`config.mk`:
```
export PLATFORM = sky130hd
export DESIGN_NAME = wb_arbiter_flat
export DESIGN_NICKNAME = d
export VERILOG_FILES = /design/src/rtl/wb_arbiter_if.sv /design/src/rtl/wb_arbiter.sv /design/src/flat_wrapper.sv
export SDC_FILE = /design/constraint.sdc
export NUM_CORES = 1
export LEC_CHECK = 0
export ABC_AREA = 1
export BUFFER_PORTS_ARGS = -buffer_cell sky130_fd_sc_hd__buf_2
export CORE_ASPECT_RATIO = 0.6
export CORE_MARGIN = 2
export CORE_UTILIZATION = 60
export DETAILED_ROUTE_END_ITERATION = 10
export GPL_ROUTABILITY_DRIVEN = 1
export PLACE_DENSITY = 0.86
export SYNTH_ARGS = -nofsm -noshare
export SYNTH_HDL_FRONTEND = slang
export SYNTH_SLANG_ARGS = --single-unit
```
`constraint.sdc`:
```
create_clock -name clk -period 11.9 [get_ports clk]
set_input_delay 1.785 -clock clk [delete_from_list [all_inputs] [get_ports clk]]
set_output_delay 1.785 -clock clk [all_outputs]
set_load 0.02 [all_outputs]
```
`src/rtl/wb_arbiter_if.sv`:
```
// Write-back arbiter bus bundle: ALU and LSU result handshakes, the
// registered register-file write port and the decode hazard query.
// The slave modport is the arbiter side, master is the producer/consumer side.

`ifndef RegAddrLen
`define RegAddrLen 5
`endif
`ifndef RegLen
`define RegLen 32
`endif

interface wb_arbiter_if;
   logic                   alu_valid;
   logic                   alu_ready;
   logic [`RegAddrLen-1:0] alu_addr;
   logic [`RegLen-1:0]     alu_data;

   logic                   lsu_valid;
   logic                   lsu_ready;
   logic [`RegAddrLen-1:0] lsu_addr;
   logic [`RegLen-1:0]     lsu_data;

   logic                   write_enable;
   logic [`RegAddrLen-1:0] write_addr;
   logic [`RegLen-1:0]     write_data;

   logic [`RegAddrLen-1:0] query_addr;
   logic                   query_pending;

   modport slave (
      input  alu_valid, alu_addr, alu_data,
      output alu_ready,
      input  lsu_valid, lsu_addr, lsu_data,
      output lsu_ready,
      output write_enable, write_addr, write_data,
      input  query_addr,
      output query_pending
   );

   modport master (
      output alu_valid, alu_addr, alu_data,
      input  alu_ready,
      output lsu_valid, lsu_addr, lsu_data,
      input  lsu_ready,
      input  write_enable, write_addr, write_data,
      output query_addr,
      input  query_pending
   );
endinterface

```
`src/rtl/wb_arbiter.sv`:
```
// Write-back arbiter: merges ALU results (one-edge latency, priority) with
// buffered LSU load results into a single registered register-file write port.
// Buffered LSU entries overwritten by a younger ALU write are marked killed and
// retire silently. Optional macro WB_STARVE_GUARD_EN adds a starvation guard
// that forces the FIFO head through after STARVE_LIMIT consecutive ALU wins;
// without it the ALU always has priority and the FIFO drains in idle cycles.

`ifndef RegAddrLen
`define RegAddrLen 5
`endif
`ifndef RegLen
`define RegLen 32
`endif

module wb_arbiter #(
   parameter int unsigned FIFO_DEPTH   = 4,
   parameter int unsigned STARVE_LIMIT = 3
) (
   input  logic         clk,
   input  logic         rst,
   wb_arbiter_if.slave  bus
);

   localparam int unsigned AW = `RegAddrLen;
   localparam int unsigned DW = `RegLen;
   localparam int unsigned PW = $clog2(FIFO_DEPTH);
   localparam int unsigned CW = PW + 1;

   logic [AW-1:0]         fifo_addr_q [FIFO_DEPTH];
   logic [AW-1:0]         fifo_addr_d [FIFO_DEPTH];
   logic [DW-1:0]         fifo_data_q [FIFO_DEPTH];
   logic [DW-1:0]         fifo_data_d [FIFO_DEPTH];
   logic [FIFO_DEPTH-1:0] kill_q, kill_d;
   logic [PW-1:0]         wr_ptr_q, wr_ptr_d;
   logic [PW-1:0]         rd_ptr_q, rd_ptr_d;
   logic [CW-1:0]         count_q, count_d;

   logic                  write_enable_q, write_enable_d;
   logic [AW-1:0]         write_addr_q, write_addr_d;
   logic [DW-1:0]         write_data_q, write_data_d;

   logic [PW-1:0]         offset [FIFO_DEPTH];
   logic [FIFO_DEPTH-1:0] entry_valid;
   logic                  fifo_empty, fifo_full;
   logic                  force_fifo;
   logic                  alu_xfer, lsu_xfer, pop;
   logic                  fifo_hit;

   assign fifo_empty = (count_q == '0);
   assign fifo_full  = (count_q == CW'(FIFO_DEPTH));

`ifdef WB_STARVE_GUARD_EN
   localparam int unsigned SW = (STARVE_LIMIT < 1) ? 1 : $clog2(STARVE_LIMIT + 1);

   logic [SW-1:0] starve_q, starve_d;

   assign force_fifo = !fifo_empty && (starve_q >= SW'(STARVE_LIMIT));

   // Count consecutive ALU wins over a waiting FIFO head; any pop or empty FIFO clears it
   always_comb begin
      starve_d = starve_q;
      if (pop || fifo_empty) begin
         starve_d = '0;
      end else if (alu_xfer && (starve_q < SW'(STARVE_LIMIT))) begin
         starve_d = starve_q + SW'(1);
      end
   end

   // Starvation counter register
   always_ff @(posedge clk or posedge rst) begin
      if (rst) begin
         starve_q <= '0;
      end else begin
         starve_q <= starve_d;
      end
   end
`else
   logic unused_starve_limit;

   assign unused_starve_limit = ^STARVE_LIMIT;
   assign force_fifo          = 1'b0;
`endif

   assign alu_xfer = bus.alu_valid && !force_fifo;
   assign lsu_xfer = bus.lsu_valid && !fifo_full;
   assign pop      = !alu_xfer && !fifo_empty;

   assign bus.alu_ready    = !force_fifo;
   assign bus.lsu_ready    = !fifo_full;
   assign bus.write_enable = write_enable_q;
   assign bus.write_addr   = write_addr_q;
   assign bus.write_data   = write_data_q;

   // Mark which physical slots hold live entries (distance from head below count)
   always_comb begin
      entry_valid = '0;
      for (int i = 0; i < int'(FIFO_DEPTH); i++) begin
         offset[i]      = PW'(i) - rd_ptr_q;
         entry_valid[i] = ({1'b0, offset[i]} < count_q);
      end
   end

   // FIFO bookkeeping: kill matching entries on ALU writes, pop head, push tail
   always_comb begin
      fifo_addr_d = fifo_addr_q;
      fifo_data_d = fifo_data_q;
      kill_d      = kill_q;
      wr_ptr_d    = wr_ptr_q;
      rd_ptr_d    = rd_ptr_q;
      count_d     = count_q;

      if (alu_xfer && (bus.alu_addr != '0)) begin
         for (int i = 0; i < int'(FIFO_DEPTH); i++) begin
            if (entry_valid[i] && (fifo_addr_q[i] == bus.alu_addr)) begin
               kill_d[i] = 1'b1;
            end
         end
      end

      if (pop) begin
         kill_d[rd_ptr_q] = 1'b0;
         rd_ptr_d         = rd_ptr_q + PW'(1);
      end

      if (lsu_xfer) begin
         fifo_addr_d[wr_ptr_q] = bus.lsu_addr;
         fifo_data_d[wr_ptr_q] = bus.lsu_data;
         kill_d[wr_ptr_q]      = 1'b0;
         wr_ptr_d              = wr_ptr_q + PW'(1);
      end

      case ({lsu_xfer, pop})
         2'b10:   count_d = count_q + CW'(1);
         2'b01:   count_d = count_q - CW'(1);
         default: count_d = count_q;
      endcase
   end

   // Choose what the register-file write port carries next cycle
   always_comb begin
      write_enable_d = 1'b0;
      write_addr_d   = write_addr_q;
      write_data_d   = write_data_q;
      if (alu_xfer) begin
         write_enable_d = 1'b1;
         write_addr_d   = bus.alu_addr;
         write_data_d   = bus.alu_data;
      end else if (pop) begin
         write_enable_d = !kill_q[rd_ptr_q];
         write_addr_d   = fifo_addr_q[rd_ptr_q];
         write_data_d   = fifo_data_q[rd_ptr_q];
      end
   end

   // Hazard query: a live buffered write or the write currently on the port
   always_comb begin
      fifo_hit = 1'b0;
      for (int i = 0; i < int'(FIFO_DEPTH); i++) begin
         if (entry_valid[i] && !kill_q[i] && (fifo_addr_q[i] == bus.query_addr)) begin
            fifo_hit = 1'b1;
         end
      end
   end

   assign bus.query_pending = (bus.query_addr != '0) &&
                              (fifo_hit || (write_enable_q && (write_addr_q == bus.query_addr)));

   // State registers; reset drops every buffered result and clears the write port
   always_ff @(posedge clk or posedge rst) begin
      if (rst) begin
         for (int i = 0; i < int'(FIFO_DEPTH); i++) begin
            fifo_addr_q[i] <= '0;
            fifo_data_q[i] <= '0;
         end
         kill_q         <= '0;
         wr_ptr_q       <= '0;
         rd_ptr_q       <= '0;
         count_q        <= '0;
         write_enable_q <= 1'b0;
         write_addr_q   <= '0;
         write_data_q   <= '0;
      end else begin
         fifo_addr_q    <= fifo_addr_d;
         fifo_data_q    <= fifo_data_d;
         kill_q         <= kill_d;
         wr_ptr_q       <= wr_ptr_d;
         rd_ptr_q       <= rd_ptr_d;
         count_q        <= count_d;
         write_enable_q <= write_enable_d;
         write_addr_q   <= write_addr_d;
         write_data_q   <= write_data_d;
      end
   end

endmodule

```
`src/flat_wrapper.sv`:
```
// flat-port wrapper written by rule: the top's interface ports become plain ports
module wb_arbiter_flat 
#(
   parameter int unsigned FIFO_DEPTH   = 4,
   parameter int unsigned STARVE_LIMIT = 3
)
  (clk, rst, bus_alu_valid, bus_alu_addr, bus_alu_data, bus_alu_ready, bus_lsu_valid, bus_lsu_addr, bus_lsu_data, bus_lsu_ready, bus_write_enable, bus_write_addr, bus_write_data, bus_query_addr, bus_query_pending);
  wb_arbiter_if bus_i ();
  input  logic clk;
  input  logic rst;
  input wire logic [$bits(bus_i.alu_valid)-1:0] bus_alu_valid;
  input wire logic [$bits(bus_i.alu_addr)-1:0] bus_alu_addr;
  input wire logic [$bits(bus_i.alu_data)-1:0] bus_alu_data;
  output wire logic [$bits(bus_i.alu_ready)-1:0] bus_alu_ready;
  input wire logic [$bits(bus_i.lsu_valid)-1:0] bus_lsu_valid;
  input wire logic [$bits(bus_i.lsu_addr)-1:0] bus_lsu_addr;
  input wire logic [$bits(bus_i.lsu_data)-1:0] bus_lsu_data;
  output wire logic [$bits(bus_i.lsu_ready)-1:0] bus_lsu_ready;
  output wire logic [$bits(bus_i.write_enable)-1:0] bus_write_enable;
  output wire logic [$bits(bus_i.write_addr)-1:0] bus_write_addr;
  output wire logic [$bits(bus_i.write_data)-1:0] bus_write_data;
  input wire logic [$bits(bus_i.query_addr)-1:0] bus_query_addr;
  output wire logic [$bits(bus_i.query_pending)-1:0] bus_query_pending;
  assign bus_i.alu_valid = bus_alu_valid;
  assign bus_i.alu_addr = bus_alu_addr;
  assign bus_i.alu_data = bus_alu_data;
  assign bus_alu_ready = bus_i.alu_ready;
  assign bus_i.lsu_valid = bus_lsu_valid;
  assign bus_i.lsu_addr = bus_lsu_addr;
  assign bus_i.lsu_data = bus_lsu_data;
  assign bus_lsu_ready = bus_i.lsu_ready;
  assign bus_write_enable = bus_i.write_enable;
  assign bus_write_addr = bus_i.write_addr;
  assign bus_write_data = bus_i.write_data;
  assign bus_i.query_addr = bus_query_addr;
  assign bus_query_pending = bus_i.query_pending;
  wb_arbiter #(.FIFO_DEPTH(FIFO_DEPTH), .STARVE_LIMIT(STARVE_LIMIT)) u_core (.clk(clk), .rst(rst), .bus(bus_i));
endmodule
```
# After elaboration in Yosys (flattened, before gate mapping)
# Cells that the tools add are included.
# W data, S select, Z words.
[totals]
ff_bits = 197
latch_bits = 0
ram_bits = 0
rom_bits = 0
input_bits = 83
output_inout_bits = 41
wordCells = 122
memories = 0
[classes]
n_addsub = 8
n_mul = 0
div = 0
magnitude_cmp = 11
eq_ne = 12
shift = 0
muxes = 36
n_bitwise = 6
reduce_logical = 34
[op_table]
columns = ["cell", "count"]
rows = [
  ["$mux W32", 5],
  ["$bwmux W128", 1],
  ["$bmux W32 S2", 1],
  ["$demux W32 S2", 1],
  ["$eq A5 B5 Y1", 9],
  ["$mux W5", 5],
  ["$bwmux W20", 1],
  ["$logic_and A1 B1 Y1", 20],
  ["$mux W1", 13],
  ["$lt A2 B3 Y1", 4],
  ["$mux W4", 3],
  ["$bmux W5 S2", 1],
  ["$demux W5 S2", 1],
  ["$reduce_bool A5 Y1", 2],
  ["$and A4 B4 Y4", 2],
  ["$logic_not A1 Y1", 8],
  ["$not A4 Y4", 2],
  ["$ge A3 B3 Y1 const B", 2],
  ["$lt A2 B3 Y1 const B", 2],
  ["$not A2 Y3", 2],
  ["$pmux W3 S2", 1],
  ["$add A2 B1 Y2 const B", 2],
  ["$demux W1 S2", 2],
  ["$ge A2 B1 Y1 const B", 2],
  ["other kinds (12)", 15],
]

# Logic depth before layout (Yosys ltp)
# Gate-level depths: netlist of run 1.
[depth]
depth_word = 10
depth_mapped = 13

# Worst setup path before layout of run 1
# No wires, ideal clock.
[synth_path]
path_type = "input to output"
from = "input port bus_query_addr[2]"
to = "output port bus_query_pending"
arrival_ps = 2733
path_slack_ps = 7382
stages = 9
path_cell_list = "clkbuf_1 -> inv_1 -> nand2_1 -> nand2_1 -> nor2_1 -> nand4_1 -> nand3_1 -> nor2_1 -> nor2_1"
[synth_between]
elab_chain_cells = 8
word_cells_on_any_way = 17
cone_classes = "eq/ne: 5; mux: 4; reduce/logical: 8"
[synth_lines]
columns = ["element", "line", "source"]
rows = [
  ["start: declaration", "flat_wrapper.sv:22", "input wire logic [$bits(bus_i.query_addr)-1:0] bus_query_addr;"],
  ["$eq A5 B5 Y1", "wb_arbiter.sv:159", "if (entry_valid[i] && !kill_q[i] && (fifo_addr_q[i] == bus.query_addr)) begin"],
  ["$logic_and A1 B1 Y1", "wb_arbiter.sv:159", ""],
  ["$mux W1 (4 in a row)", "wb_arbiter.sv:159", ""],
  ["$logic_or A1 B1 Y1", "wb_arbiter.sv:166", "(fifo_hit || (write_enable_q && (write_addr_q == bus.query_addr)));"],
  ["$logic_and A1 B1 Y1 (*)", "wb_arbiter.sv:165", "assign bus.query_pending = (bus.query_addr != '0) &&"],
  ["end: declaration", "flat_wrapper.sv:23", "output wire logic [$bits(bus_i.query_pending)-1:0] bus_query_pending;"],
]
# Mark *: on every way between the ends. The rest lies on a longest branch, timed or not.

# Worst setup path in the final report of run 1
[layout_path]
from = "register u_core.rd_ptr_q[0]"
to = "output port bus_query_pending"
[layout_between]
elab_chain_cells = 10
word_cells_on_any_way = 22
cone_classes = "add/sub: 4; order compare: 4; mux: 4; reduce/logical: 10"
[layout_lines]
columns = ["element", "line", "source"]
rows = [
  ["start: declaration", "wb_arbiter.sv:35", "logic [PW-1:0] rd_ptr_q, rd_ptr_d;"],
  ["start signal: assignment", "wb_arbiter.sv:187", "rd_ptr_q <= rd_ptr_d;"],
  ["$sub A1 B2 Y2", "wb_arbiter.sv:98", "offset[i] = PW'(i) - rd_ptr_q;"],
  ["$lt A2 B3 Y1", "wb_arbiter.sv:99", "entry_valid[i] = ({1'b0, offset[i]} < count_q);"],
  ["$logic_and A1 B1 Y1 (2 in a row)", "wb_arbiter.sv:159", ""],
  ["$mux W1 (3 in a row)", "wb_arbiter.sv:159", ""],
  ["$mux W1 (*)", "wb_arbiter.sv:159", ""],
  ["$logic_or A1 B1 Y1 (*)", "wb_arbiter.sv:166", ""],
  ["$logic_and A1 B1 Y1 (*)", "wb_arbiter.sv:165", ""],
]
# Marked as above.

==> metrics.cfg, run 1 <==
[outcome]
status = finished, final reports clean

[critical_path]
path_cells = buf_4 -> inv_4 -> ha_1 -> inv_1 -> ha_1 -> nand2_1 -> nand2_1 -> nand2_1 -> nand3_1 -> nand3_1 -> nor2_1 -> nor2_1 -> buf_2
path_class = flop to output pin
reg2reg_slack_ns = 9.02
reg2reg_to = u_core.kill_q[0]$_DFF_PP0_
required_ns = 10.12
slowest_stage = buf_4
path_common_cell = nand2_1
crit_fanout = 87
cpPeakStageDelay_ns = 0.62
crit_path_end_kind = output pin
rr_worst_depth = 9
cp.arrival_ns = 3.41
r2r_start = u_core.rd_ptr_q[0]$_DFFE_PP0N_
crit_start = u_core.rd_ptr_q[0]$_DFFE_PP0N_
crit_path_start_kind = flop

[synthesis]
synth_edf_count = 0
syn_nets = 1270
async_flop_share_pct = 100
ys_warn_count = 0
yosysSeqAreaShare_pct = 50.7
synth_cells = 1173
synth_cell_types = 31
synth_ff_type = dfrtp_1
ys_ff_latch = 197
syn_area_um2 = 9730
syn-mean-instance-area_um2 = 8.29

[clocking]
root_buffer = clkbuf_16
cts_buffers = 17
cts_sinks = 197
post-cts-setup-buffers = 0
h-tree-depth = 4
cts_tree = built
ctsHoldBuffers = 0
cts_resized = 0
clockBufferDepth = 2
clk_pin_slew_worst_paths_ns = 0.08
clk_latency_ns = 0.44

[worst_hold_path]
hold_path.class = flop to flop
min_to = u_core.bus.write_data[10]$_DFFE_PP0P_
min_path_cells = 2
hp-start = u_core.bus.write_data[10]$_DFFE_PP0P_

[timing]
fin_crit_sh_pct = 43.7
fmax_mhz = 192
hold_violations = 0
fin_skew_ns = 0.0161
finalMaxSlewViolations = 0
rsz0062_at_grt = no
worst_slew_pin_slew_ns = 1.00
period_minus_slack_ns = 5.19
fin_tns_setup_ns = 0
setup_viol_count_final = 0
post-route-worst-setup-slack_ns = 6.71
slew_headroom_pct = 33.1

[placed_design]
pre_cts_ws_ns = 7.19
port_buffers = 122
place_area_um2 = 10200
routabilityCongestion = 0.940
dpl.hpwl_mm = 15.9

[cells_and_area]
mostFrequentLayoutCells = nand2_1 (298), dfrtp_1 (195), o21ai_0 (154)
num_antenna_cells = 0
design_area_um2 = 10800
fillers = 1227
drive_gt1_share_pct = 14.1
syn_to_final_growth_pct = 10.9
layout_commonest_cell = nand2_1
nets = 1343

[pwr]
p_leak_nw = 5.30
peakVddDrop_mv = 0.162
p_per_area_nw_per_um2 = 282
p_total_w = 0.00304

[die]
placementRows = 35
die_width_um = 168
initial_core_util_pct = 62.4
die_y_um = 103
core_area_um2 = 15600
die_area_um2 = 17300
ios = 124

[run]
cap_violations = 0

[global_route]
grt_pass1_vias = 8006
antenna_found_initial = 0
grt_use_total_pct = 31.0
grt_pass1_wl_mm = 41.6
overflow = 0
grt_max_degree = 146

[route]
route.detailed.drc = 0
viasPerCell = 5.84
vias = 8538
ant_nets = 0
wirelength_mm = 25.8
first_iter_violations = 1027
avgRoutedWirePerCell_um = 17.6
drt-pass1-iter-count = 6

## worst max-delay path by stage
| stage | end | slack, ns | cells past startpoint |
|---|---|---|---|
| floorplan | u_core.bus.write_addr[0]$_DFFE_PP0P_ | 4.75 | 1 |
| global placement | bus_query_pending | 7.23 | 13 |
| detailed placement | bus_query_pending | 7.19 | 13 |
| CTS | bus_query_pending | 6.72 | 13 |
| global route | bus_query_pending | 6.51 | 13 |
| finish | bus_query_pending | 6.71 | 13 |
## cell usage after synthesis (2+ instances only)
cell / n / area share (%)
a21oi_1: 16 / 0.82
a22oi_1: 2 / 0.15
buf_1: 4 / 0.15
buf_2: 21 / 1.1
buf_4: 5 / 0.39
buf_6: 24 / 2.8
clkbuf_1: 23 / 0.89
dfrtp_1: 197 / 51
ha_1: 13 / 1.7
inv_1: 81 / 3.1
inv_2: 2 / 0.077
inv_4: 2 / 0.13
nand2_1: 298 / 11
nand2_2: 5 / 0.32
nand3_1: 13 / 0.67
nand4_1: 8 / 0.51
nor2_1: 122 / 4.7
nor3_1: 3 / 0.15
o211ai_1: 68 / 5.2
o21ai_0: 154 / 7.9
o21ai_1: 81 / 4.2
o221ai_1: 2 / 0.18
xnor2_1: 11 / 0.99
xor2_1: 11 / 0.99
## critical path, delay by kind of cell (launching register included)
family | cells | cell delay [ns]
DFF | 1 | 0.35
buffers and inverters | 4 | 1.35
and+or+nand+nor | 7 | 0.48
adders and majority gates | 2 | 0.75
## layout make-up
class / instances / area, µm² / share of cell area (%)
sequential: 197 / 4930 / 45.7
multi-input combinational: 814 / 3960 / 36.7
timing repair buffer: 131 / 678 / 6.29
clock buffer: 18 / 439 / 4.07
inverter: 85 / 332 / 3.07
tap: 203 / 254 / 2.36
clock inverter: 14 / 191 / 1.77
## cell families after synthesis
logic type                 synth area share, %
DFF                                       50.7
AOI/OAI and AO/OA                         18.6
buffers and inverters                     8.62
xor gates and xnor gates                  1.98
adders and majority gates                 1.88
other                                   0.0386
and+or+nand+nor                           18.2
## flip-flops by register name, summed over array words and instances (netlist names)
name / cells
u_core.bus.write_addr: 5
u_core.bus.write_data: 32
u_core.bus.write_enable: 1
u_core.count_q: 3
u_core.fifo_addr_q: 20
u_core.fifo_data_q: 128
u_core.kill_q: 4
u_core.rd_ptr_q: 2
u_core.wr_ptr_q: 2
## stage by stage
stage	utilization [%]	hold slack, ns	cells
floorplan	-	0.448	1173
global placement	65.1	0.457	1430
detailed placement	65.1	0.460	1430
CTS	69.2	0.480	1462
global route	69.2	0.501	1462
finish	69.2	0.476	1462
## per-layer routing
| layer | vias up | GRT usage [%] | part of all wire (%) |
|---|---|---|---|
| li1 | 3984 | - | - |
| met5 | - | 0 | 0 |
| met1 | 4109 | 46.3 | 46 |
| met3 | 35 | 6.22 | 9.1 |
| met4 | 0 | 7.76 | 1.4 |
| met2 | 410 | 47.1 | 43 |
## power breakdown
group	switching [W]	leakage (nW)	total (W)	internal, W
clock	0.000299	0.308	0.000612	0.000313
combinational	0.000814	2.55	0.00123	0.000415
sequential	0.000216	2.44	0.00120	0.000981
Power figures use the tool's default switching activity.
==> run 2: changes to the inputs <==
--- a/config.mk
+++ b/config.mk
@@ -9,10 +9,10 @@
 export BUFFER_PORTS_ARGS = -buffer_cell sky130_fd_sc_hd__buf_2
 export CORE_ASPECT_RATIO = 0.6
 export CORE_MARGIN = 2
-export CORE_UTILIZATION = 60
+export CORE_UTILIZATION = 58
 export DETAILED_ROUTE_END_ITERATION = 10
 export GPL_ROUTABILITY_DRIVEN = 1
-export PLACE_DENSITY = 0.86
+export PLACE_DENSITY = 0.84
 export SYNTH_ARGS = -nofsm -noshare
 export SYNTH_HDL_FRONTEND = slang
 export SYNTH_SLANG_ARGS = --single-unit
==> constraint.sdc (replaced) <==
create_clock -name clk -period 4.92 [get_ports clk]
set_input_delay 0.738 -clock clk [delete_from_list [all_inputs] [get_ports clk]]
set_output_delay 0.738 -clock clk [all_outputs]
set_load 0.02 [all_outputs]
==> metrics.cfg, run 2 (synthesis gave the netlist of run 1 again) <==
[run]
cap_violations = 0

[critical_path]
crit_fanout = 73
reg2reg_slack_ns = 2.16
r2r_start = u_core.count_q[0]$_DFFE_PP0P_
path_class = flop to output pin
crit_path_end_kind = output pin
required_ns = 4.18
cp.arrival_ns = 2.79
rr_worst_depth = 6
crit_path_start_kind = flop
reg2reg_to = u_core.bus.write_data[29]$_DFFE_PP0P_

[pwr]
p_per_area_nw_per_um2 = 665
peakVddDrop_mv = 0.329
p_leak_nw = 5.27

[timing]
period_minus_slack_ns = 3.52
hold_violations = 0
fmax_mhz = 284
fin_skew_ns = 0.0187
fin_crit_sh_pct = 71.6
slew_headroom_pct = 28.4
fin_tns_setup_ns = 0
worst_slew_pin_slew_ns = 1.07
setup_viol_count_final = 0
rsz0062_at_grt = no
finalMaxSlewViolations = 0

[route]
vias = 8401
avgRoutedWirePerCell_um = 16.7
first_iter_violations = 954
route.detailed.drc = 0
drt-pass1-iter-count = 6
viasPerCell = 5.65
ant_nets = 0
wirelength_mm = 24.9

[global_route]
grt_use_total_pct = 29.0
grt_pass1_vias = 7762
grt_pass1_wl_mm = 40.7
overflow = 0
grt_max_degree = 126
antenna_found_initial = 1

[cells_and_area]
design_area_um2 = 10800
num_antenna_cells = 0
largest_reg_flops = 128
drive_gt1_share_pct = 14.1
layout_commonest_cell = nand2_1
nets = 1343
fillers = 1375
utilization_pct = 66.0
mostFrequentLayoutCells = nand2_1 (298), dfrtp_1 (195), o21ai_0 (154)
regMostFlops = u_core.fifo_data_q
syn_to_final_growth_pct = 10.7

[placed_design]
port_buffers = 122
routabilityCongestion = 0.968
place_area_um2 = 10200
dpl.hpwl_mm = 15.5

[die]
die_width_um = 171
initial_core_util_pct = 59.7
ios = 124
core_area_um2 = 16300
die_area_um2 = 17900
die_y_um = 104
placementRows = 36

[worst_hold_path]
hold_path.class = input pin to asynchronous set/reset pin

[clocking]
clockBufferDepth = 2
root_buffer = clkbuf_16
h-tree-depth = 4
ctsHoldBuffers = 0
cts_resized = 0
clk_pin_slew_worst_paths_ns = 0.08
clk_latency_ns = 0.44
cts_sinks = 197
cts_tree = built
post-cts-setup-buffers = 0
cts_buffers = 17

[outcome]
status = finished, final reports clean

-- run 2: cell types whose count changed in the layout (fill, tap and decap cells not counted) --
cell,before,now
buf_12,0,1
buf_4,9,8
bufinv_16,1,0
clkbuf_1,0,1
clkbuf_8,1,0
clkinv_4,1,5
clkinv_8,4,1
clkinvlp_4,0,3
inv_12,1,0
inv_6,3,1
-- run 2: how the worst max path moves through the flow --
| stage | to | cells after the start | start | slack [ns] |
|---|---|---|---|---|
| floorplan | u_core.bus.write_addr[0]$_DFFE_PP0P_ | 1 | rst | 1.64 |
| global placement | bus_query_pending | 12 | u_core.rd_ptr_q[0]$_DFFE_PP0N_ | 1.89 |
| detailed placement | bus_query_pending | 12 | u_core.rd_ptr_q[0]$_DFFE_PP0N_ | 1.85 |
| CTS | bus_query_pending | 12 | u_core.rd_ptr_q[0]$_DFFE_PP0N_ | 1.38 |
| global route | bus_query_pending | 12 | u_core.rd_ptr_q[0]$_DFFE_PP0N_ | 1.23 |
| finish | bus_query_pending | 12 | u_core.rd_ptr_q[0]$_DFFE_PP0N_ | 1.40 |
-- run 2: critical path, stage by stage (launching register included) --
cell	delay, ns
dfrtp_2	0.43
inv_4	0.57
ha_1	0.38
inv_1	0.08
ha_1	0.23
nand2_1	0.07
nand2_1	0.05
nand2_1	0.08
nand3_1	0.08
nand3_1	0.08
nor2_1	0.04
nor2_1	0.09
buf_2	0.17
-- run 2: report_power, final --
group	switching, W	internal (W)	total, W
registers	0.000495	0.00237	0.00287
logic	0.00193	0.00100	0.00294
clock network	0.000682	0.000675	0.00136
total	0.00311	0.00405	0.00716
-- run 2: through the flow --
| stage | cells | hold slack [ns] | setup slack, ns | total power, W |
|---|---|---|---|---|
| global placement | 1455 | 0.460 | 1.89 | 0.00563 |
| detailed placement | 1455 | 0.461 | 1.85 | 0.00576 |
| global route | 1487 | 0.508 | 1.23 | 0.00772 |
| CTS | 1487 | 0.482 | 1.38 | 0.00714 |
| finish | 1487 | 0.471 | 1.40 | 0.00716 |
| floorplan | 1173 | 0.448 | 1.64 | 0.00505 |
-- run 2: final cells by class --
cell class / instances / area, µm² / share of cell area [%]
sequential: 197 / 4930 / 45.8
multi-input combinational: 814 / 3960 / 36.8
timing repair buffer: 131 / 691 / 6.42
clock buffer: 18 / 429 / 3.99
inverter: 85 / 328 / 3.05
tap: 228 / 285 / 2.65
clock inverter: 14 / 140 / 1.30
-- run 2: metal layers --
layer	part of all wire (%)	up-vias	track usage (%)
met5	0.048	-	0
met4	1.2	2	7.69
met3	8.9	26	6.43
met2	43	323	40.6
met1	47	4058	45.3
li1	-	3992	-
